==> src/rtl/debug_hart_ctrl_pkg.sv <==
// Shared definitions for the hart-side debug controller: core configuration
// type, debug state encoding and the DCSR cause codes it reports.
package debug_hart_ctrl_pkg;

    typedef struct packed {
        int unsigned XLEN;
    } cvw_t;

    localparam cvw_t CVW_DEFAULT = '{XLEN: 32'd32};

    typedef enum logic [2:0] {
        ST_RUNNING   = 3'd0,
        ST_HALTING   = 3'd1,
        ST_HALTED    = 3'd2,
        ST_RESUMING  = 3'd3,
        ST_STEPPING  = 3'd4
    } dbg_state_e;

    // Cause codes as written into DCSR.cause; trigger (2) is never produced.
    localparam logic [2:0] CAUSE_NONE      = 3'd0;
    localparam logic [2:0] CAUSE_EBREAK    = 3'd1;
    localparam logic [2:0] CAUSE_HALTREQ   = 3'd3;
    localparam logic [2:0] CAUSE_STEP      = 3'd4;
    localparam logic [2:0] CAUSE_RESETHALT = 3'd5;

endpackage

==> src/rtl/debug_hart_ctrl_cause_prio.sv <==
// Fixed-priority encoder choosing the debug entry cause:
// ebreak > resethaltreq > haltreq > step.
module debug_cause_prio
    import debug_hart_ctrl_pkg::*;
(
    input  logic       ebreak,
    input  logic       resethalt,
    input  logic       haltreq,
    input  logic       step,
    output logic [2:0] cause
);

    // Highest-priority active request wins; no request reports CAUSE_NONE.
    always_comb begin
        cause = CAUSE_NONE;
        if (ebreak) begin
            cause = CAUSE_EBREAK;
        end else if (resethalt) begin
            cause = CAUSE_RESETHALT;
        end else if (haltreq) begin
            cause = CAUSE_HALTREQ;
        end else if (step) begin
            cause = CAUSE_STEP;
        end else begin
            cause = CAUSE_NONE;
        end
    end

endmodule

==> src/rtl/debug_hart_ctrl.sv <==
// Hart-side debug state machine: decides when the core enters and leaves
// Debug Mode and drives the entry strobe, cause and pipeline controls
// consumed by the debug CSR block.
module debug_hart_ctrl
    import debug_hart_ctrl_pkg::*;
#(
    parameter cvw_t P = CVW_DEFAULT
) (
    input  logic       clk,
    input  logic       reset,
    input  logic       HaltReq,
    input  logic       ResumeReq,
    input  logic       ResetHaltReq,
    input  logic       AckHaveReset,
    input  logic       ebreakM,
    input  logic       ebreakEn,
    input  logic       Step,
    input  logic       InstrValidM,
    input  logic       StallM,
    output logic       DCall,
    output logic [2:0] DebugCause,
    output logic       DebugMode,
    output logic       DebugFlushM,
    output logic       DRet,
    output logic       DebugStallF,
    output logic       DebugIntMask,
    output logic       Halted,
    output logic       Running,
    output logic       ResumeAck,
    output logic       HaveReset
);

    // No XLEN-wide datapath lives here; only RV32/RV64 configurations apply.
    if ((P.XLEN != 32'd32) && (P.XLEN != 32'd64)) begin : g_xlen_unsupported
    end

    dbg_state_e state_r, state_next;
    logic [2:0] cause_r, cause_next;
    logic       step_done_r, step_done_next;
    logic       have_reset_r;
    logic       ebreak_hit_s;
    logic       boundary_s;
    logic       dcall_s;
    logic       flush_s;
    logic       dcall_out_s;
    logic [2:0] prio_cause_s;

    assign ebreak_hit_s = ebreakM & ebreakEn & ~StallM;
    assign boundary_s   = InstrValidM & ~StallM;

    debug_cause_prio u_cause_prio (
        .ebreak    (ebreak_hit_s),
        .resethalt (cause_r == CAUSE_RESETHALT),
        .haltreq   (cause_r == CAUSE_HALTREQ),
        .step      (state_r == ST_STEPPING),
        .cause     (prio_cause_s)
    );

    // State, latched halt cause and step progress; reset may land in HALTING.
    always_ff @(posedge clk) begin
        if (reset) begin
            state_r     <= ResetHaltReq ? ST_HALTING : ST_RUNNING;
            cause_r     <= ResetHaltReq ? CAUSE_RESETHALT : CAUSE_NONE;
            step_done_r <= 1'b0;
        end else begin
            state_r     <= state_next;
            cause_r     <= cause_next;
            step_done_r <= step_done_next;
        end
    end

    // Sticky HaveReset: reset sets it and wins over a same-cycle acknowledge.
    always_ff @(posedge clk) begin
        if (reset) begin
            have_reset_r <= 1'b1;
        end else if (AckHaveReset) begin
            have_reset_r <= 1'b0;
        end else begin
            have_reset_r <= have_reset_r;
        end
    end

    // Next-state logic plus the M-stage entry strobe and flush decision.
    always_comb begin
        state_next     = state_r;
        cause_next     = cause_r;
        step_done_next = step_done_r;
        dcall_s        = 1'b0;
        flush_s        = 1'b0;
        case (state_r)
            ST_RUNNING: begin
                if (ebreak_hit_s) begin
                    // ebreak retires into debug: DPC is the ebreak PC.
                    dcall_s    = 1'b1;
                    state_next = ST_HALTED;
                end else if (HaltReq) begin
                    state_next = ST_HALTING;
                    cause_next = CAUSE_HALTREQ;
                end else begin
                    state_next = ST_RUNNING;
                end
            end
            ST_HALTING: begin
                if (ebreak_hit_s || boundary_s) begin
                    dcall_s    = 1'b1;
                    flush_s    = ~ebreak_hit_s;
                    state_next = ST_HALTED;
                end else begin
                    state_next = ST_HALTING;
                end
            end
            ST_HALTED: begin
                cause_next = CAUSE_NONE;
                if (ResumeReq && !HaltReq) begin
                    state_next = ST_RESUMING;
                end else begin
                    state_next = ST_HALTED;
                end
            end
            ST_RESUMING: begin
                cause_next     = CAUSE_NONE;
                step_done_next = 1'b0;
                state_next     = Step ? ST_STEPPING : ST_RUNNING;
            end
            ST_STEPPING: begin
                if (ebreak_hit_s) begin
                    dcall_s    = 1'b1;
                    state_next = ST_HALTED;
                end else if (boundary_s && step_done_r) begin
                    dcall_s    = 1'b1;
                    flush_s    = 1'b1;
                    state_next = ST_HALTED;
                end else begin
                    // The first boundary is the stepped instruction retiring.
                    step_done_next = step_done_r | boundary_s;
                    if (HaltReq) begin
                        cause_next = CAUSE_HALTREQ;
                    end else begin
                        cause_next = cause_r;
                    end
                end
            end
            default: begin
                state_next     = ST_RUNNING;
                cause_next     = CAUSE_NONE;
                step_done_next = 1'b0;
            end
        endcase
    end

    // No capture strobe while the block is being reset.
    assign dcall_out_s  = dcall_s & ~reset;
    assign DCall        = dcall_out_s;
    assign DebugCause   = dcall_out_s ? prio_cause_s : CAUSE_NONE;
    assign DebugFlushM  = flush_s & ~reset;

    assign DebugMode    = (state_r == ST_HALTED) | (state_r == ST_RESUMING);
    assign Halted       = (state_r == ST_HALTED);
    assign Running      = (state_r == ST_RUNNING) | (state_r == ST_STEPPING);
    assign DRet         = (state_r == ST_RESUMING);
    assign ResumeAck    = (state_r == ST_RESUMING);
    assign DebugStallF  = (state_r == ST_HALTING);
    assign DebugIntMask = (state_r == ST_STEPPING);
    assign HaveReset    = have_reset_r;

endmodule

==> config.mk <==
export PLATFORM = sky130hd
export DESIGN_NAME = debug_hart_ctrl
export DESIGN_NICKNAME = d
export VERILOG_FILES = /design/src/rtl/debug_hart_ctrl_pkg.sv /design/src/rtl/debug_hart_ctrl_cause_prio.sv /design/src/rtl/debug_hart_ctrl.sv
export SDC_FILE = /design/constraint.sdc
export NUM_CORES = 1
export LEC_CHECK = 0
export CAP_MARGIN = 20
export CORE_UTILIZATION = 43
export DETAILED_ROUTE_END_ITERATION = 16
export HOLD_SLACK_MARGIN = 0.02
export PLACE_DENSITY_LB_ADDON = 0.1
export REMOVE_ABC_BUFFERS = 1
export SYNTH_ARGS = -nofsm -noshare
export SYNTH_HDL_FRONTEND = slang
export SYNTH_SLANG_ARGS = --single-unit
==> constraint.sdc <==
create_clock -name clk -period 3.1 [get_ports clk]
set_input_delay 0.62 -clock clk [delete_from_list [all_inputs] [get_ports clk]]
set_output_delay 0.62 -clock clk [all_outputs]
set_load 0.01 [all_outputs]
-- After elaboration in Yosys (flattened, before gate mapping)
Cells that the tools add are included.
- bits in registers: 8
- bits in latches: 0
- RAM bits: 0
- ROM bits: 0
- output and inout port bits: 13
- logic and storage cells: 70
- memories kept: 0
- add/sub/neg operators: 0
- multipliers: 0
- divide/modulo/power cells: 0
- $lt $le $gt $ge: 0
- equal/unequal tests: 13
- shifts and indexed selects: 0
- multiplexer cells: 33
- bitwise gates (word level): 12
- reduce and logical (&&, ||, !) cells: 8
- operator list (cell ; number):
    3-bit two-way mux ; 15
    3-bit case mux with 5 select lines ; 1
    1-bit two-way mux ; 11
    3-bit by 2-bit equality test with 1-bit output (second input constant) ; 3
    3-bit inequality test (second input constant) ; 3
    3-bit case mux with 3 select lines ; 1
    3-bit equality test (second input constant) ; 2
    2-bit inequality test (second input constant) ; 3
    1-bit bitwise AND ; 5
    2-bit two-way mux ; 2
    4-bit by 2-bit inequality test with 1-bit output (second input constant) ; 1
    1-bit NOT ; 4
    1-bit case mux with 2 select lines ; 2
    4-bit AND reduction ; 1
    3-bit by 1-bit equality test with 1-bit output (second input constant) ; 1
    3-bit zero test ; 1
    1-bit OR ; 3
    1-bit case mux with 3 select lines ; 1
    3-bit AND reduction ; 1
    3-bit OR reduction ; 1
    1-bit logical AND ; 2
    1-bit zero test ; 1
    1-bit logical OR ; 1

-- Longest topological paths before layout
- word-level depth: 8
- mapped depth: 5

-- Hierarchy
From an unflattened synthesis, not the netlist that was laid out.
- cells, all modules: 77
- area total of the unflattened synthesis: 650.6 µm²
- modules (own cells, without submodules) (module ; instances ; cells each ; area each (µm²) ; sequential area each (µm²)):
    debug_hart_ctrl ; 1 ; 72 ; 621.8 ; 220.2
    debug_cause_prio ; 1 ; 5 ; 28.8 ; 0.0

-- Least setup slack after synthesis
Ideal clock, no wire load.
- kind: input-to-output
- start: input reset
- end: output DebugCause[2]
- arrival time: 1.792 ns
- slack: 0.688 ns
- cell stages on the path: 5
- buffers on the path: 1
- cells stage by stage: buf_2 -> or3_4 -> a211oi_2 -> a21oi_2 -> a2111oi_2
- word-level cells in the longest chain between the ends: 3
- ends and longest elaborated chain (what ; RTL line ; source):
    start, declared ; debug_hart_ctrl.sv:10 ; input logic reset,
    1-bit NOT ; debug_hart_ctrl.sv:152 ; assign dcall_out_s = dcall_s & ~reset;
    1-bit bitwise AND ; debug_hart_ctrl.sv:152 ;
    3-bit two-way mux ; debug_hart_ctrl.sv:154 ; assign DebugCause = dcall_out_s ? prio_cause_s : CAUSE_NONE;
    end, declared ; debug_hart_ctrl.sv:21 ; output logic [2:0] DebugCause,
No other way between the ends.

-- Worst setup path after layout
Ends and elaborated chain as after synthesis.

==> flow_metrics.env <==
export IMPL_outcome="finished, final reports clean"
export IMPL_synth_yosys_seq_area_share_pct=39.11
export IMPL_syn_area_per_cell_um2=8.531
export IMPL_critical_path_peak_fanout=4
export IMPL_post_route_min_period_ns=2.862
export IMPL_grt_usage_pct=22.41
export IMPL_antenna_found_initial=0
export IMPL_cts_clk_slew_worst_paths_ns=0.05
export IMPL_post_route_cells_drive_above_1_share_pct=17.35
export IMPL_number_of_buffers_between_clock_root_and_the_deepest_sink=2
export IMPL_power_density_cell_area_nw_per_um2=376.1
export IMPL_clk_latency_ns=0.26
export IMPL_fin_nets=110
export IMPL_ys_dominant_reg_cell="sky130_fd_sc_hd__edfxtp_1"
export IMPL_synth_largest_area_cell="sky130_fd_sc_hd__edfxtp_1"
export IMPL_cp_top_family="buffers and inverters"
export IMPL_critPathCaptureType="output pin"
export IMPL_slew_headroom_pct=63.53
export IMPL_startpoint_kind_of_the_worst_setup_timing_path="input pin"
export IMPL_place_ws_ns=-0.07091
export IMPL_core_area_um2=1156
export IMPL_synth_top_cell_area_share_pct=32.00
export IMPL_ys_seq_elements=8
export IMPL_setup_total_negative_slack_ns=0
export IMPL_tritoncts="yes"
export IMPL_final_setup_worst_slack_ns=0.2381
export IMPL_final_worst_path_cycle_share_pct=92.32
export IMPL_seq_power_share_pct=41.8
export IMPL_row_count=12
export IMPL_hold_path_class="reg2reg"
export IMPL_detail_route_antenna_nets=0
export IMPL_die_h_um=38.19
export IMPL_grt_ovfl_total=0
export IMPL_critPathRequiredTime_ns=2.48
export IMPL_mostFrequentLayoutCell="sky130_fd_sc_hd__clkdlybuf4s50_1"
export IMPL_combPwrFrac_pct=31.2
export IMPL_antenna_cells=0
export IMPL_cts_repair_timing_setup_buffer_count=0
export IMPL_mappedNetlistArea_um2=563.0
export IMPL_detail_route_first_pass_iterations=5
export IMPL_clk_root_buffer_cell="sky130_fd_sc_hd__clkbuf_4"
export IMPL_die_width_um=38.19
export IMPL_setup_repair_after_global_routing_missed_its_margin="no"
export IMPL_wl_per_cell_um=12.34
export IMPL_synthToLayoutAreaGrowth_pct=59.11
export IMPL_finalClockSkew_ns=0.009510
export IMPL_timing_critical_path_slowest_stage_cell="sky130_fd_sc_hd__clkdlybuf4s50_1"
export IMPL_total_leakage_power_nw=0.4294
export IMPL_max_freq_mhz=349.4
export IMPL_tritoncts_num_buffers=3
export IMPL_critical_path_max_stage_delay_ns=0.41
export IMPL_vias_per_cell=5.313
export IMPL_report_final_slew_viol_count=0
export IMPL_criticalPathCategory="in2out"
export IMPL_cellInternalPower_mw=0.2384
export IMPL_filler_cell_count=77
export IMPL_grt_pass1_wl_um=2221
export IMPL_drt_first_iter_violations=19
export IMPL_power_switching_fraction_pct=29.26
export IMPL_netlist_instances=66
export IMPL_synth_async_reset_ratio_pct=0
export IMPL_post_layout_nonfiller_instances=112
export IMPL_max_slew_worst_pin_slew_ns=0.5413
export IMPL_final_setup_violation_count=0
export IMPL_routabilityCongestion=0.8204
export IMPL_cts_max_level=1
export IMPL_synth_enable_flop_cells=6
export IMPL_clock_sinks=8
export IMPL_route_detailed_drc=0
export IMPL_path_cells="clkdlybuf4s50_1 > or3_4 > a211oi_2 > a21oi_2 > a2111oi_2 > dlygate4sd2_1"
export IMPL_die_area_um2=1458
export IMPL_timing_final_hold_violations=0
export IMPL_grt_pass1_vias=534
export IMPL_synth_warn=0
export IMPL_grt_max_degree=10
export IMPL_arrival_ns=2.24
export IMPL_cell_types_occupying_the_most_area_after_synthesis="sky130_fd_sc_hd__edfxtp_1 32%, sky130_fd_sc_hd__dfxtp_1 7.1%, sky130_fd_sc_hd__a21oi_1 6.2%, sky130_fd_sc_hd__nand3b_1 5.3%, sky130_fd_sc_hd__nor2_1 4.0%"
export IMPL_layout_common_cells="18 x sky130_fd_sc_hd__clkdlybuf4s50_1, 10 x sky130_fd_sc_hd__buf_4, 7 x sky130_fd_sc_hd__a21oi_1, 6 x sky130_fd_sc_hd__nor2_1, 6 x sky130_fd_sc_hd__edfxtp_1"
export IMPL_initial_utilization_pct=48.70
export IMPL_buffer_ports_inserted=23
export IMPL_drv_cap=0
export IMPL_fin_util_pct=77.49
export IMPL_p_switching_mw=0.09859
export IMPL_post_synth_num_cell_types=28
export IMPL_timing_critical_path_buf_inv=2
export IMPL_cts_hold_buf=0
export IMPL_placedCellCount=108
export IMPL_i_o_pin_count=24
export IMPL_power_clock_fraction_pct=26.9
export IMPL_final_hpwl_dp_um=1046
export IMPL_vdd_drop_max_uv=323.1
export IMPL_wirelength_um=1382
export IMPL_via_count=595
timing repair:
item	4_1_cts	5_1_grt
gates resized for setup	1	4
setup endpoints to repair	1	4
pin swaps	0	0
cell usage after synthesis (2+ instances only):
library cell               instances
sky130_fd_sc_hd__inv_1             5
sky130_fd_sc_hd__nand3b_1          4
sky130_fd_sc_hd__a211oi_1          2
sky130_fd_sc_hd__clkbuf_1          2
sky130_fd_sc_hd__nand3_1           3
sky130_fd_sc_hd__nor3_1            2
sky130_fd_sc_hd__nor2b_1           3
sky130_fd_sc_hd__o21ai_0           3
sky130_fd_sc_hd__and2_1            2
sky130_fd_sc_hd__nand2_1           4
sky130_fd_sc_hd__a21oi_1           7
sky130_fd_sc_hd__dfxtp_1           2
sky130_fd_sc_hd__nor2_1            6
sky130_fd_sc_hd__edfxtp_1          6
sky130_fd_sc_hd__buf_2             2
cells by family (layout without fill, tap and decap cells):
kind of cell	Yosys count	after routing	share of synthesized area, %
AND/OR/NAND/NOR	28	28	28.00
AO/OA/AOI/OAI	19	19	23.55
buffers and inverters	10	42	7.779
flip-flops	8	8	39.11
XOR/XNOR	1	1	1.556
metrics by stage:
step                instance area, um^2  power (mW)  hold slack (ns)
floorplan                         538.0      0.1858           0.4701
CTS                               885.9      0.3361           0.4618
detailed placement                860.8      0.2482           0.4468
finish                            895.9      0.3370           0.4603
global route                      895.9      0.3534           0.4786
global placement                  860.8      0.2462           0.4334
metal layers:
metal  global-route usage [%]  wire (um)  up-vias
met5                        0          0        -
met4                    13.39         27        0
met3                    3.488        118        7
met2                    35.17        637       39
met1                    28.68        598      249
li1                         -          -      300
power groups by stage:
stage / registers (mW) / logic [mW] / clock network [mW]
floorplan: 0.141 / 0.0445 / 0
global placement: 0.143 / 0.104 / 0
detailed placement: 0.143 / 0.105 / 0
CTS: 0.141 / 0.106 / 0.0894
global route: 0.143 / 0.115 / 0.0961
finish: 0.141 / 0.105 / 0.0907
worst register-to-register path, stage by stage (launching register included):
cell                       delay, ns
sky130_fd_sc_hd__edfxtp_1       0.49
sky130_fd_sc_hd__or3_4          0.44
sky130_fd_sc_hd__buf_4          0.14
sky130_fd_sc_hd__inv_1          0.07
sky130_fd_sc_hd__o211ai_1       0.18
final cells by class:
cell class	count	area, um^2	share of cell area [%]
Inverter	5	18.77	2.095
Clock buffer	4	26.28	2.933
Multi-Input combinational cell	48	299.0	33.38
Sequential cell	8	220.2	24.58
Timing Repair Buffer	33	314.1	35.06
Tap cell	14	17.52	1.955
path summary, 6_finish.rpt:
check / from / to / slack (ns) / depth (start not counted)
max: reset / DebugCause[2] / 0.24 / 6
max reg2reg: state_r[1] / state_r[2] / 1.48 / 4
min reg2reg: HaveReset / HaveReset / 0.46 / 1
min: HaveReset / HaveReset / 0.46 / 1
sequential cells by signal, indices dropped and copies added (netlist names):
name         flops
HaveReset        1
cause_r          3
state_r          3
step_done_r      1
(Power assumes the default switching activity.)
